$ cat src/rtl/hazard_ctrl_if.sv
// ---------------------------------------------------------------------------
// hazard_ctrl_if
// Groups the signals that pass between the ID-stage hazard controller and the
// rest of the pipeline.
//   master : pipeline side. Drives the ID/EX operand fields, the branch
//            resolution and the data-memory handshake. Receives the bubble,
//            stall, flush, freeze and error controls.
//   slave  : hazard_ctrl side, with the opposite directions.
// Inputs into the controller:
//   IFID_Op_i[6:0], IFID_RS1_i[4:0], IFID_RS2_i[4:0], IDEX_MemRead_i,
//   IDEX_RD_i[4:0], Branch_taken_i, DMem_req_i, DMem_ack_i
// Outputs from the controller:
//   Noop_o, Stall_o, PCWrite_o, Flush_o, MemStall_o, Err_o
// ---------------------------------------------------------------------------
interface hazard_ctrl_if;
  logic [6:0] IFID_Op_i;
  logic [4:0] IFID_RS1_i;
  logic [4:0] IFID_RS2_i;
  logic       IDEX_MemRead_i;
  logic [4:0] IDEX_RD_i;
  logic       Branch_taken_i;
  logic       DMem_req_i;
  logic       DMem_ack_i;
  logic       Noop_o;
  logic       Stall_o;
  logic       PCWrite_o;
  logic       Flush_o;
  logic       MemStall_o;
  logic       Err_o;

  modport master (
    output IFID_Op_i, IFID_RS1_i, IFID_RS2_i, IDEX_MemRead_i, IDEX_RD_i,
           Branch_taken_i, DMem_req_i, DMem_ack_i,
    input  Noop_o, Stall_o, PCWrite_o, Flush_o, MemStall_o, Err_o
  );

  modport slave (
    input  IFID_Op_i, IFID_RS1_i, IFID_RS2_i, IDEX_MemRead_i, IDEX_RD_i,
           Branch_taken_i, DMem_req_i, DMem_ack_i,
    output Noop_o, Stall_o, PCWrite_o, Flush_o, MemStall_o, Err_o
  );
endinterface

$ cat src/rtl/hazard_ctrl.sv
// ---------------------------------------------------------------------------
// hazard_ctrl
// Hazard and stall controller for the 5-stage RISC-V pipeline. Injects a
// bubble on a load-use hazard, freezes the whole pipe while a data-memory
// access is outstanding, and flushes IF/ID on a taken branch resolved in ID.
// Every control output is combinational from the inputs and the current
// state; only the wait FSM, the wait counter and the error flag are stored.
//
// Parameters:
//   TIMEOUT : MEM_WAIT cycles without ack before Err_o sets (default 255)
//   CNT_W   : wait counter width, 2**CNT_W must exceed TIMEOUT (default 8)
// Ports:
//   clk_i   : clock, rising edge
//   rst_i   : asynchronous active-low reset
//   bus     : hazard_ctrl_if.slave (ID/EX operands, branch, memory handshake
//             in; Noop/Stall/PCWrite/Flush/MemStall/Err out)
// Optional feature, macro HAZARD_PERF_CNT_EN:
//   StallCnt_o[31:0] : saturating count of cycles with Stall_o=1
//   FlushCnt_o[31:0] : saturating count of cycles with Flush_o=1
// ---------------------------------------------------------------------------
module hazard_ctrl #(
  parameter int unsigned TIMEOUT = 255,
  parameter int unsigned CNT_W   = 8
) (
  input  logic          clk_i,
  input  logic          rst_i,
  hazard_ctrl_if.slave  bus
`ifdef HAZARD_PERF_CNT_EN
  ,
  output logic [31:0]   StallCnt_o,
  output logic [31:0]   FlushCnt_o
`endif
);

  localparam logic [0:0] RUN      = 1'b0;
  localparam logic [0:0] MEM_WAIT = 1'b1;

  localparam logic [CNT_W-1:0] TIMEOUT_C = CNT_W'(TIMEOUT);

  logic [0:0]       state_q, state_d;
  logic [CNT_W-1:0] wait_cnt_q, wait_cnt_d;
  logic             err_q, err_d;

  logic uses_rs1;
  logic uses_rs2;
  logic lu;
  logic mem_stall;
  logic noop;
  logic stall;
  logic pc_write;
  logic flush;

  // -------------------------------------------------------------------------
  // Load-use detection. Only the opcodes that actually read a source operand
  // may match; x0 is hard-wired zero so it never carries a dependency.
  // -------------------------------------------------------------------------
  always_comb begin
    uses_rs1 = bus.IFID_Op_i inside {7'd51, 7'd19, 7'd3, 7'd35, 7'd99};
    uses_rs2 = bus.IFID_Op_i inside {7'd51, 7'd35, 7'd99};
    lu = bus.IDEX_MemRead_i && (bus.IDEX_RD_i != 5'd0) &&
         ((uses_rs1 && (bus.IDEX_RD_i == bus.IFID_RS1_i)) ||
          (uses_rs2 && (bus.IDEX_RD_i == bus.IFID_RS2_i)));
  end

  // A request acked in the same cycle never stalls; otherwise the pipe is
  // frozen from the request cycle until (not including) the ack cycle.
  always_comb begin
    mem_stall = ((state_q == RUN) && bus.DMem_req_i && !bus.DMem_ack_i) ||
                ((state_q == MEM_WAIT) && !bus.DMem_ack_i);
  end

  // -------------------------------------------------------------------------
  // Wait FSM, timeout counter and sticky error flag.
  // -------------------------------------------------------------------------
  always_comb begin
    state_d    = state_q;
    wait_cnt_d = wait_cnt_q;
    err_d      = err_q;
    case (state_q)
      RUN: begin
        if (bus.DMem_req_i && !bus.DMem_ack_i) begin
          state_d    = MEM_WAIT;
          wait_cnt_d = '0;
        end
      end
      MEM_WAIT: begin
        if (bus.DMem_ack_i) begin
          state_d = RUN;
        end else begin
          if (wait_cnt_q != TIMEOUT_C) begin
            wait_cnt_d = wait_cnt_q + 1'b1;
          end
          // The FSM keeps waiting after a timeout; only the flag records it.
          if (wait_cnt_d == TIMEOUT_C) begin
            err_d = 1'b1;
          end
        end
      end
      default: begin
        state_d = RUN;
      end
    endcase
  end

  always_ff @(posedge clk_i or negedge rst_i) begin
    if (!rst_i) begin
      state_q    <= RUN;
      wait_cnt_q <= '0;
      err_q      <= 1'b0;
    end else begin
      state_q    <= state_d;
      wait_cnt_q <= wait_cnt_d;
      err_q      <= err_d;
    end
  end

  // -------------------------------------------------------------------------
  // Output priority: memory freeze > load-use bubble > branch flush > run.
  // A bubble is pointless while the whole pipe is frozen, and a branch that
  // coincides with a load-use is ignored because its operands are stale.
  // While reset is held the decoder is forced to emit NOPs and the PC holds.
  // -------------------------------------------------------------------------
  always_comb begin
    noop     = 1'b0;
    stall    = 1'b0;
    pc_write = 1'b1;
    flush    = 1'b0;
    if (!rst_i) begin
      noop     = 1'b1;
      pc_write = 1'b0;
    end else if (mem_stall) begin
      stall    = 1'b1;
      pc_write = 1'b0;
    end else if (lu) begin
      noop     = 1'b1;
      stall    = 1'b1;
      pc_write = 1'b0;
    end else if (bus.Branch_taken_i) begin
      flush    = 1'b1;
    end
  end

  assign bus.Noop_o     = noop;
  assign bus.Stall_o    = stall;
  assign bus.PCWrite_o  = pc_write;
  assign bus.Flush_o    = flush;
  assign bus.MemStall_o = rst_i && mem_stall;
  assign bus.Err_o      = err_q;

`ifdef HAZARD_PERF_CNT_EN
  // -------------------------------------------------------------------------
  // Saturating performance counters.
  // -------------------------------------------------------------------------
  logic [31:0] stall_cnt_q, stall_cnt_d;
  logic [31:0] flush_cnt_q, flush_cnt_d;

  always_comb begin
    stall_cnt_d = stall_cnt_q;
    flush_cnt_d = flush_cnt_q;
    if (stall && (stall_cnt_q != 32'hFFFF_FFFF)) begin
      stall_cnt_d = stall_cnt_q + 32'd1;
    end
    if (flush && (flush_cnt_q != 32'hFFFF_FFFF)) begin
      flush_cnt_d = flush_cnt_q + 32'd1;
    end
  end

  always_ff @(posedge clk_i or negedge rst_i) begin
    if (!rst_i) begin
      stall_cnt_q <= '0;
      flush_cnt_q <= '0;
    end else begin
      stall_cnt_q <= stall_cnt_d;
      flush_cnt_q <= flush_cnt_d;
    end
  end

  assign StallCnt_o = stall_cnt_q;
  assign FlushCnt_o = flush_cnt_q;
`endif

endmodule
$ cat src/flat_wrapper.sv
// flat-port wrapper written by rule: the top's interface ports become plain ports
module hazard_ctrl_flat 
#(
  parameter int unsigned TIMEOUT = 255,
  parameter int unsigned CNT_W   = 8
)
  (clk_i, rst_i, bus_IFID_Op_i, bus_IFID_RS1_i, bus_IFID_RS2_i, bus_IDEX_MemRead_i, bus_IDEX_RD_i, bus_Branch_taken_i, bus_DMem_req_i, bus_DMem_ack_i, bus_Noop_o, bus_Stall_o, bus_PCWrite_o, bus_Flush_o, bus_MemStall_o, bus_Err_o);
  hazard_ctrl_if bus_i ();
  input  logic clk_i;
  input  logic rst_i;
  input wire logic [$bits(bus_i.IFID_Op_i)-1:0] bus_IFID_Op_i;
  input wire logic [$bits(bus_i.IFID_RS1_i)-1:0] bus_IFID_RS1_i;
  input wire logic [$bits(bus_i.IFID_RS2_i)-1:0] bus_IFID_RS2_i;
  input wire logic [$bits(bus_i.IDEX_MemRead_i)-1:0] bus_IDEX_MemRead_i;
  input wire logic [$bits(bus_i.IDEX_RD_i)-1:0] bus_IDEX_RD_i;
  input wire logic [$bits(bus_i.Branch_taken_i)-1:0] bus_Branch_taken_i;
  input wire logic [$bits(bus_i.DMem_req_i)-1:0] bus_DMem_req_i;
  input wire logic [$bits(bus_i.DMem_ack_i)-1:0] bus_DMem_ack_i;
  output wire logic [$bits(bus_i.Noop_o)-1:0] bus_Noop_o;
  output wire logic [$bits(bus_i.Stall_o)-1:0] bus_Stall_o;
  output wire logic [$bits(bus_i.PCWrite_o)-1:0] bus_PCWrite_o;
  output wire logic [$bits(bus_i.Flush_o)-1:0] bus_Flush_o;
  output wire logic [$bits(bus_i.MemStall_o)-1:0] bus_MemStall_o;
  output wire logic [$bits(bus_i.Err_o)-1:0] bus_Err_o;
  assign bus_i.IFID_Op_i = bus_IFID_Op_i;
  assign bus_i.IFID_RS1_i = bus_IFID_RS1_i;
  assign bus_i.IFID_RS2_i = bus_IFID_RS2_i;
  assign bus_i.IDEX_MemRead_i = bus_IDEX_MemRead_i;
  assign bus_i.IDEX_RD_i = bus_IDEX_RD_i;
  assign bus_i.Branch_taken_i = bus_Branch_taken_i;
  assign bus_i.DMem_req_i = bus_DMem_req_i;
  assign bus_i.DMem_ack_i = bus_DMem_ack_i;
  assign bus_Noop_o = bus_i.Noop_o;
  assign bus_Stall_o = bus_i.Stall_o;
  assign bus_PCWrite_o = bus_i.PCWrite_o;
  assign bus_Flush_o = bus_i.Flush_o;
  assign bus_MemStall_o = bus_i.MemStall_o;
  assign bus_Err_o = bus_i.Err_o;
  hazard_ctrl #(.TIMEOUT(TIMEOUT), .CNT_W(CNT_W)) u_core (.clk_i(clk_i), .rst_i(rst_i), .bus(bus_i));
endmodule
$ cat config.mk
export PLATFORM = sky130hd
export DESIGN_NAME = hazard_ctrl_flat
export DESIGN_NICKNAME = d
export VERILOG_FILES = /design/src/rtl/hazard_ctrl_if.sv /design/src/rtl/hazard_ctrl.sv /design/src/flat_wrapper.sv
export SDC_FILE = /design/constraint.sdc
export NUM_CORES = 1
export LEC_CHECK = 0
export CAP_MARGIN = 10
export CORE_MARGIN = 2
export CORE_UTILIZATION = 38
export CTS_CLUSTER_DIAMETER = 60
export DETAILED_ROUTE_END_ITERATION = 7
export PLACE_DENSITY = 0.86
export SLEW_MARGIN = 20
export SYNTH_ARGS = -nofsm -noshare
export SYNTH_HDL_FRONTEND = slang
export SYNTH_SLANG_ARGS = --single-unit
$ cat constraint.sdc
create_clock -name clk_i -period 1.5 [get_ports clk_i]
set_clock_uncertainty 0.05 [all_clocks]
set_input_delay 0.3 -clock clk_i [delete_from_list [all_inputs] [get_ports clk_i]]
set_output_delay 0.3 -clock clk_i [all_outputs]
set_load 0.01 [all_outputs]
* Yosys cells after proc, flatten, opt, wreduce, memory -nomap -nowiden
Index checks and enable logic that the tools add are counted.
** Word-level totals
- Output and inout port bits :: 6
- Word-level logic and storage cells :: 55
- Input port bits :: 28
- Bits in registers :: 10
** Operators by class
- Multiplexer cells :: 21
- Eq/ne operators :: 11
- Reduce and logical (&&, ||, !) cells :: 17
- $add $sub $neg :: 1
- Bitwise gates (word level) :: 2
** Operators by type and width (number)
- $mux 8 :: 5
- $pmux 8 s2 :: 1
- $eq 7x6->1 const B :: 2
- $mux 1 :: 14
- $eq 5x5->1 :: 2
- $reduce_bool 5->1 :: 2
- $logic_and 1x1->1 :: 9
- $add 8x1->8 const B :: 1
- $eq 8x8->1 const B :: 1
- $ne 8x8->1 const B :: 1
- $eq 7x2->1 const B :: 1
- $eq 7x5->1 const B :: 1
- $eq 7x7->1 const B :: 1
- $ne 2x2->1 const B :: 2
- $reduce_and 3->1 :: 1
- $reduce_bool 3->1 :: 1
- $logic_or 1x1->1 :: 2
- $not 1->1 :: 2
- $pmux 1 s2 :: 1
- $reduce_and 2->1 :: 1
- $logic_not 1->1 :: 1

* Depth between registers and ports, before layout
Gate-level depths: netlist of run 1.
- Depth after elaboration :: 8
- Gate-level depth with buffers :: 5
- Mapped depth without buffers :: 5

* Worst setup path before layout of run 1
No wires, ideal clock.
- Path type :: register -> register
- From :: register u_core.wait_cnt_q[0]
- To :: register u_core.err_q, in the netlist u_core.bus.Err_o
- Library setup time :: 0.066 ns
- Required time :: 1.384 ns
- Buffers on the path :: 0
- Period minus slack after synthesis :: 1.630 ns
- Setup slack :: -0.130 ns
- Arrival :: 1.513 ns
- Cell stages (with the launch flop) :: 6
- Cell sequence :: dfrtp_1 > ha_1 > and2_2 > or3_1 > a21oi_1 > a41o_1
** Between the ends
- Cells in the longest elaborated chain, start to end :: 6
- Elaborated cells between the ends (all ways) :: 7
- Those cells by class :: add/sub: 1; eq/ne: 2; mux: 3; reduce/logical: 1
** Ends and longest elaborated chain
- start, declared :: RTL line hazard_ctrl.sv:41 : logic [CNT_W-1:0] wait_cnt_q, wait_cnt_d;
- start signal, assigned :: RTL line hazard_ctrl.sv:112 : wait_cnt_q <= wait_cnt_d;
- $add 8x1->8 / $ne 8x8->1 (equally long branches) :: RTL line hazard_ctrl.sv:91, hazard_ctrl.sv:90
- $mux 8 (*) :: RTL line hazard_ctrl.sv:90 : if (wait_cnt_q != TIMEOUT_C) begin
- $mux 8 (*) :: RTL line hazard_ctrl.sv:87 : if (bus.DMem_ack_i) begin
- $mux 8 (*) :: RTL line hazard_ctrl.sv:79 : case (state_q)
- $eq 8x8->1 (*) :: RTL line hazard_ctrl.sv:94 : if (wait_cnt_d == TIMEOUT_C) begin
- $reduce_and 3->1 (no line) (*)
- end signal, assigned :: RTL line hazard_ctrl.sv:113 : err_q <= err_d;
- end, declared :: RTL line hazard_ctrl.sv:42 : logic err_q, err_d;
Mark *: on every way between the ends. The rest lies on a longest branch, timed or not. The select of a mux whose other input is x is not followed.
A chain may end at the register's enable or synchronous reset.

* Worst setup path in the final report of run 1
- From :: input port bus_IDEX_RD_i[0]
- To :: output port bus_PCWrite_o
** Between the ends
- Cells in the longest elaborated chain, start to end :: 7
- Elaborated cells between the ends (all ways) :: 11
- Those cells by class :: eq/ne: 2; mux: 3; reduce/logical: 6
** Ends and longest elaborated chain
- start, declared :: RTL line flat_wrapper.sv:15 : input wire logic [$bits(bus_i.IDEX_RD_i)-1:0] bus_IDEX_RD_i;
- $eq 5x5->1, on equally long branches :: RTL line hazard_ctrl.sv:61, hazard_ctrl.sv:62
- $logic_and 1x1->1, on equally long branches :: RTL line hazard_ctrl.sv:61, hazard_ctrl.sv:62
- $logic_or 1x1->1 :: RTL line hazard_ctrl.sv:61 : ((uses_rs1 && (bus.IDEX_RD_i == bus.IFID_RS1_i)) ||
- $logic_and 1x1->1 (*) :: RTL line hazard_ctrl.sv:60 : lu = bus.IDEX_MemRead_i && (bus.IDEX_RD_i != 5'd0) &&
- $mux 1 (*) :: RTL line hazard_ctrl.sv:134 : end else if (lu) begin
- $mux 1 (*) :: RTL line hazard_ctrl.sv:131 : end else if (mem_stall) begin
- $mux 1 (*) :: RTL line hazard_ctrl.sv:128 : if (!rst_i) begin
- end, declared :: RTL line flat_wrapper.sv:21 : output wire logic [$bits(bus_i.PCWrite_o)-1:0] bus_PCWrite_o;
Mark *: on every way between the ends. The rest lies on a longest branch, timed or not.

==> results.md, run 1 <==
- In this run the number of H-tree levels came out at 1.
- Setup violations remaining at the end of the flow were counted as 7.
- The most used flip-flop cell after synthesis is dfrtp_1.
- The min-delay analysis places its worst path in the category primary input to asynchronous set/reset pin.
- The longest clock path from root to sink contains 2 buffers.
- The final reports fail on negative setup slack.
- The final cycle utilization of the critical path is 119%.
- After synthesis, the netlist uses 44 different library cells.
- In this run, the number of DRC markers left after iteration 0 of detailed routing was 62.
- The non-filler instance count after layout is 183.
- The full die area is 2530 sq um.
- The final critical-path required period is 1.78 ns.
- The post-synthesis compound-gate area fraction is 29.3%.
- The total routed wirelength is 3.11 mm.
- The die is 50.3 microns wide.
- In this run, CTS created clock tree buffers numbering 3.
- The initial utilization of the core area, before any placement, comes to approximately 41%.
- The run finished, with violations left.
- In the routed layout, each cell is associated on average with a via count of 5.67.
- The setup slack after placement is -1.10 ns.
- The number of nets produced by synthesis is 121.
- The count of TritonRoute iterations in the first routing pass is 4.
- The weighted congestion reported at the end of routability-driven placement is between 0.9 and 1.
- The clock root buffer is clkbuf_4.
- The pin count of the biggest net entering global routing is 9.
- The instance count of the mapped netlist is between 90 and 100.
- TritonCTS built the clock tree.
- The number of port buffers is 33.
- Counting flops with an async set or reset pin after synthesis yields a share of 100%.
- After synthesis, the most frequently instantiated cells are dfrtp_1, xnor2_1, a21oi_1.
- The clock reaches the later pin of the worst-skew pair after 0.29 ns.
- The chip height is 50.3 microns.
- In this run the biggest area consumer among cell types represents a little under a third of the synthesized area.
- The number of antenna diodes in the final layout is 0.
- The transition time at the pin with the least slew margin is between 0.3 and 0.4 ns.
- The post-detailed-route wirelength per cell is 17.0 microns.
- IR analysis of the VDD net gives a maximum drop of 0.769 mV.
- Yosys printed 0 warnings.
- The post-route core utilization is 76.3%.
- The setup check on the worst reg-to-reg path leaves a slack of -0.06 ns.
- The HPWL after detailed placement is ~2.3 mm.
- The per-instance average area after synthesis is 8.87 sq um.
- The critical path class is primary input to primary output.
- The total of hold buffers inserted after clock tree synthesis is 0.
- Ranked by total cell area, the synthesized netlist is headed by dfrtp_1, xnor2_1, a21oi_1.
- The clock transition at the register clock pins on the worst setup and hold paths after CTS is 0.08 ns.
- The arrival time reported for the critical path endpoint is 1.43 ns.
- Final hold analysis gives a worst-case slack of 0.0720 ns.
- After the last flow step, the layout net total stands at about 190.
- The area growth from synthesis to layout is 87.3%.
- The post-synthesis register bit count is 10.
- The synthesized-area fraction occupied by xor and xnor cells is 11.8%.
- The required time at the worst-slack endpoint is ~1.2 ns.
- The most area-hungry cell type in the Yosys netlist is dfrtp_1.
- After detailed routing, the number of remaining DRC violations is 0.
- The routed layout has 1037 vias.
- The minimum setup slack in the final design is -0.284 ns.
- In this run, placement finished with an instance count of 176.
- The headroom to the max-slew limit is about four fifths.
- The overall overflow remaining after global route is 0.
- The worst setup path is captured at a primary output.
- After Yosys synthesis, full adders, half adders and majority gates account for 1.53% of the synthesized area.
- The floorplan row count is 16.
- The portion of synthesized area spent on multiplexers is 1.23%.
- The fraction of layout instances using a drive strength above 1 is about 45%.
- The global-route usage over all layers is between 20% and 30%.
- The element type at the critical path start is a primary input.
- Of the total synthesized cell area, the portion taken by AND, OR, NAND and NOR gates is 21.8%.
- The total power divided by cell area is 547 nW/um^2.
- The leakage power figure is 0.692 nW.
- The clock drives 10 sinks.
- Of all nets on the critical path, the largest fanout is 4.
- The number of violations of the max-capacitance limit is 0.
- The remaining number of nets flagged by the antenna check after routing is 0.
- The via count of the first global-routing pass is slightly above 1000.
- During I/O placement, the number of pins put on the boundary was 34.
- In this run, synthesis inferred 0 flip-flops with an integrated enable.
- The highest clock frequency the design can meet is 561 MHz.
- The core area is ~2000 sq um.
- The final-report max-slew violation count is 0.
- The count of final hold-check violations is 0.
- The wire length of the first global-routing pass is around 4.9 mm.
- The synthesized cell area is 816 sq um.
- Setup repair after global routing could not meet its margin everywhere.
- By area, the combinational part of the netlist is dominated by compound AO/OA/AOI/OAI gates.
- The initial antenna violation count is 0.
- The sequential area share after synthesis is 30.7%.
-- flip-flops by register name, indices dropped and copies added, names as in the netlist --
signal and cells:
u_core.state_q 1, u_core.wait_cnt_q 8, u_core.bus.Err_o 1
-- worst paths after layout --
check,from,end,depth (start not counted)
max,bus_IDEX_RD_i[0],bus_PCWrite_o,6
min,rst_i,u_core.state_q$_DFF_PN0_,2
max reg2reg,u_core.wait_cnt_q[1]$_DFFE_PN0P_,u_core.wait_cnt_q[5]$_DFFE_PN0P_,6
min reg2reg,u_core.bus.Err_o$_DFFE_PN0P_,u_core.bus.Err_o$_DFFE_PN0P_,1
max in group asynchronous,rst_i,u_core.wait_cnt_q[5]$_DFFE_PN0P_,2
min in group clk_i,u_core.bus.Err_o$_DFFE_PN0P_,u_core.bus.Err_o$_DFFE_PN0P_,1
-- report_power, final --
part,total (W),switching (W),internal (W)
Clock,0.000254,0.000106,0.000148
Combinational,0.000289,0.000129,0.000160
Sequential,0.000293,0.0000104,0.000283
-- layout by cell type (no fill, tap or decap), types with 2 or more instances in the layout --
| cell type | n |
|---|---|
| o21ai_1 | 2 |
| xnor2_2 | 2 |
| clkdlybuf4s15_1 | 2 |
| buf_6 | 4 |
| a211oi_2 | 2 |
| nor2_1 | 2 |
| xnor2_1 | 8 |
| nand3_1 | 4 |
| nor2_4 | 2 |
| nand2_1 | 5 |
| dfrtp_1 | 10 |
| dlygate4sd2_1 | 18 |
| a31o_1 | 2 |
| o31ai_4 | 2 |
| clkbuf_4 | 3 |
| buf_4 | 27 |
| clkdlybuf4s50_1 | 2 |
| buf_2 | 6 |
| o21ai_0 | 3 |
| nand4_1 | 2 |
| inv_1 | 3 |
| a21oi_1 | 6 |
-- cell families (layout without fill, tap and decap cells) --
group / Yosys count / count (layout)
AOI/OAI and AO/OA: 33 / 33
and+or+nand+nor: 30 / 30
xor gates and xnor gates: 11 / 11
DFF: 10 / 10
buffers and inverters: 6 / 70
adders and majority gates: 1 / 1
muxes: 1 / 1
-- area by class of cell --
type | count | area (sq um)
clock buffers | 4 | 36.3
fillers | 127 | 474
inverters | 4 | 15.0
multi-input cells | 76 | 684
flip-flops and latches | 10 | 250
well taps | 27 | 33.8
repair buffers | 62 | 508
-- routing by layer --
| metal | share of wire [%] | global-route usage [%] |
|---|---|---|
| met1 | 41 | 31.2 |
| met2 | 52 | 44.7 |
| met3 | 4.9 | 5.95 |
| met4 | 2.2 | 8.56 |
| met5 | 0 | 0 |
-- timing repair --
action | in CTS | in global routing
buffers inserted | 3 | 0
endpoints found under the setup margin | 9 | 13
resized for setup | 74 | 21
pin swaps | 30 | 19
-- metrics by stage --
| step | total power, W | area, sq um | setup TNS [ns] |
|---|---|---|---|
| 4_1_cts | 0.000821 | 1440 | -1.33 |
| 2_1_floorplan | 0.000398 | 818 | -0.410 |
| 5_1_grt | 0.000883 | 1530 | -1.53 |
| 3_5_place_dp | 0.000573 | 1360 | -6.04 |
| 3_3_place_gp | 0.000564 | 1360 | -5.74 |
| 6_report | 0.000836 | 1530 | -1.22 |
-- critical path: stages --
cell and delay [ns]:
buf_6 0.09, or4_4 0.54, nor2_4 0.11, a211oi_4 0.05, a211oi_2 0.18, buf_2 0.16
(Power assumes the default switching activity.)
==> run 2: changes to the inputs <==
--- a/config.mk
+++ b/config.mk
@@ -6,10 +6,11 @@
 export NUM_CORES = 1
 export LEC_CHECK = 0
 export CAP_MARGIN = 10
-export CORE_MARGIN = 2
+export CORE_MARGIN = 1
 export CORE_UTILIZATION = 38
 export CTS_CLUSTER_DIAMETER = 60
 export DETAILED_ROUTE_END_ITERATION = 7
+export MAX_ROUTING_LAYER = met4
 export PLACE_DENSITY = 0.86
 export SLEW_MARGIN = 20
 export SYNTH_ARGS = -nofsm -noshare
==> run 2 against run 1 <==
Against the previous run:
- the flow still finishes with violations (negative setup slack)
- cell count shrank 2.2%
- sequential power about the same
- global-route usage is 3.2 points higher
- worst hold slack improved by 0.031 ns
- routed wire length increased by 3.4%
- non-clock buffer count decreased by 4
- sequential cell count unchanged
- worst setup slack got worse by 0.026 ns
- power barely moved
- critical endpoint is now bus_Noop_o
==> results.md, run 2 (synthesis results as in run 1) <==
- The final-report max-slew violation count is 0 (unchanged).
- The library cells used most frequently in the layout, excluding fill and tap cells, are buf_4, dlygate4sd2_1, xnor2_1, buf_2, dfrtp_1.
- The first-iteration detailed-routing DRC count is 35 (-44%).
- The maximum buffer depth of the clock tree is 2 (unchanged).
- The post-detailed-route wirelength per cell was 18.0 microns (+5.7%).
- The required time at the worst-slack endpoint is 1.15 ns (about the same).
- The number of port buffers is 33 (unchanged).
- The latest clock arrival within the worst-skew pair is 0.28 ns (about the same).
- Counting flops per register, the top entry is u_core.wait_cnt_q.
- The setup slack after placement is -1.05 ns (+0.0485 ns).
- The floorplan row count came to 16 (unchanged).
- The checks that failed: negative setup slack.
- The largest driver fanout on the critical path came to 4 (unchanged).
- The remaining number of nets flagged by the antenna check after routing is 0 (unchanged).
- The total power divided by cell area is 572 nW/um^2 (+4.4%).
- The flow ran to the end, but the final reports show violations.
- The arrival time reported for the critical path endpoint is 1.46 ns (+0.03 ns).
- The internal power is 0.000580 W (-1.8%).
- The global-route usage over all layers was 29.0% (+3.2 points).
- The power spent charging and discharging nets is 0.000257 W (+4.5%).
- Setup repair after global routing could not meet its margin everywhere.
- The HPWL after detailed placement is 2.11 mm (-6.3%).
- The top-level port count is 34 (unchanged).
- The clock buffer count from CTS is 3 (unchanged).
- The chip height is 48.3 microns (-4.0%).
- The number of inserted diodes was 0 (unchanged).
- The wire length of the first global-routing pass is 4.91 mm (+0.55%).
- The total of hold buffers inserted after clock tree synthesis came to 0 (unchanged).
- The post-detailed-route DRC marker count is 0 (unchanged).
- The final cycle utilization of the critical path is 121% (+1.7 points).
- The leakage power figure is 0.655 nW (-5.4%).
- The H-tree level count is 1 (unchanged).
- The layout overhead on the synthesized area is 79.4%.
- The most common library cell in the layout ignoring fill and taps is buf_4.
- The overall overflow remaining after global route is 0 (unchanged).
- The part of the power in the clock network is 30.9% (+0.5 points).
- The headroom to the max-slew limit is 81.0% (+2.1 points).
- The total negative slack was -1.27 ns (-0.0510 ns).
- The clock transition at the register clock pins on the worst setup and hold paths after CTS is 0.07 ns (about the same).
- The count of final hold-check violations is 0 (unchanged).
- The final critical-path required period is 1.81 ns (+0.0260 ns).
- The core area is 1980 sq um (-1.0%).
- The via count is 1039 (+0.19%).
- The share of total power consumed by net switching came to 30.7% (+1.3 points).
- The via count of the first global-routing pass is 1085 (+4.6%).
- The proportion of power drawn by flip-flops and latches is 35.1% (about the same).
- The average vias per placed instance is 5.80 (+2.4%).
- The transition time at the pin with the least slew margin came to 0.284 ns (-0.0324 ns).
- The fraction of power consumed by combinational cells is 34.0% (-0.6 points).
- The initial antenna violation count is 0 (unchanged).
- The highest clock frequency the design can meet came to 552 MHz (-1.4%).
- The fraction of layout instances using a drive strength above 1 is 43.4% (-1.5 points).
- The full die area is 2340 sq um (-7.8%).
- The clock root buffer is clkbuf_4.
- The path class of the tightest hold or removal check is primary input to asynchronous set/reset pin.
- The die width is 48.3 microns (-4.0%).
- The total routed wirelength is 3.22 mm (+3.4%).
- The worst setup path is launched from a primary input.
- The pin count of the biggest net entering global routing is 11 (+2).
- The worst setup path is of the primary input to primary output kind.
- The post-route core utilization is 73.9% (-2.4 points).
- The count of TritonRoute iterations in the first routing pass is 4 (unchanged).
- TritonCTS built the clock tree.
- The weighted congestion reported at the end of routability-driven placement is 0.934 (-1.1%).
- The final number of setup-violating endpoints came to 7 (unchanged).
- The final net count is 182 (-2.2%).
- The maximum vdd ir drop is 0.496 mV (-35%).
- The type of destination of the critical path is a primary output.
- The minimum setup slack in the final design is -0.310 ns (-0.0260 ns).
- The starting density of the core is 41.2% (+0.41 points).
- The number of sinks handled by clock tree synthesis was 10 (unchanged).
- The number of violations of the max-capacitance limit was 0 (unchanged).
- The flip-flop count of the largest register, all copies and words added is 8 (unchanged).
## run 2: cell count changes in the layout (fill, tap and decap cells not counted), moves of 2 or more
cell	delta
dfrtp_2	+2
o31ai_4	-2
dfrtp_1	-2
buf_2	+2
buf_4	-4
## run 2: repair_timing
action	CTS	global route
endpoints found under the setup margin	8	10
gates resized for setup	77	16
pin swaps	28	16
setup buffers	1	0
## run 2: through the flow
step | power, W | hold slack (ns) | cell area, sq um | std cells
after global routing | 0.000873 | 0.112 | 1460 | 179
after CTS | 0.000809 | 0.0992 | 1400 | 179
after floorplan | 0.000398 | -0.0456 | 818 | 92
after global placement | 0.000559 | 0.403 | 1350 | 174
after detailed placement | 0.000568 | 0.405 | 1350 | 174
final | 0.000837 | 0.103 | 1460 | 179
## run 2: worst paths after layout
check	start	to	slack, ns	depth (start not counted)
max in group asynchronous	rst_i	u_core.wait_cnt_q[4]$_DFFE_PN0P_	1.14	2
worst max-delay path	bus_IDEX_RD_i[2]	bus_Noop_o	-0.31	6
worst min-delay path	rst_i	u_core.bus.Err_o$_DFFE_PN0P_	0.10	2
min in group clk_i	u_core.bus.Err_o$_DFFE_PN0P_	u_core.bus.Err_o$_DFFE_PN0P_	0.47	1
worst max register to register	u_core.wait_cnt_q[1]$_DFFE_PN0P_	u_core.bus.Err_o$_DFFE_PN0P_	-0.07	7
worst min register to register	u_core.bus.Err_o$_DFFE_PN0P_	u_core.bus.Err_o$_DFFE_PN0P_	0.47	1
## run 2: final cells by class
class                   instances  area [sq um]
clock buffers                   4          36.3
fillers                       145           518
inverters                       4          15.0
multi-input cells              76           662
flip-flops and latches         10           253
well taps                      27          33.8
repair buffers                 58           464
## run 2: power groups by stage
stage          clock (W)  sequential [W]  combinational [W]
4_1_cts         0.000256        0.000293           0.000260
6_report        0.000258        0.000294           0.000285
5_1_grt         0.000275        0.000294           0.000304
3_3_place_gp           0        0.000296           0.000264
2_1_floorplan          0        0.000306          0.0000920
3_5_place_dp           0        0.000296           0.000272
## run 2: layer usage
layer	share of wire (%)	GRT usage, %
met5	0	-
met4	4.2	12.3
met3	5.5	7.86
met2	52	50.7
met1	38	30.8
## run 2: critical path, stage by stage
cell      delay, ns
buf_6          0.09
or4_4          0.54
nor2_4         0.12
a211oi_4       0.06
a31o_1         0.21
buf_2          0.14
==> run 3: changes to the inputs <==
--- a/config.mk
+++ b/config.mk
@@ -9,6 +9,7 @@
 export CORE_MARGIN = 1
 export CORE_UTILIZATION = 38
 export CTS_CLUSTER_DIAMETER = 60
+export CTS_CLUSTER_SIZE = 16
 export DETAILED_ROUTE_END_ITERATION = 7
 export MAX_ROUTING_LAYER = met4
 export PLACE_DENSITY = 0.86
==> results of run 3 <==
No change in the layout: final DEF, timing and power equal those of run 2.
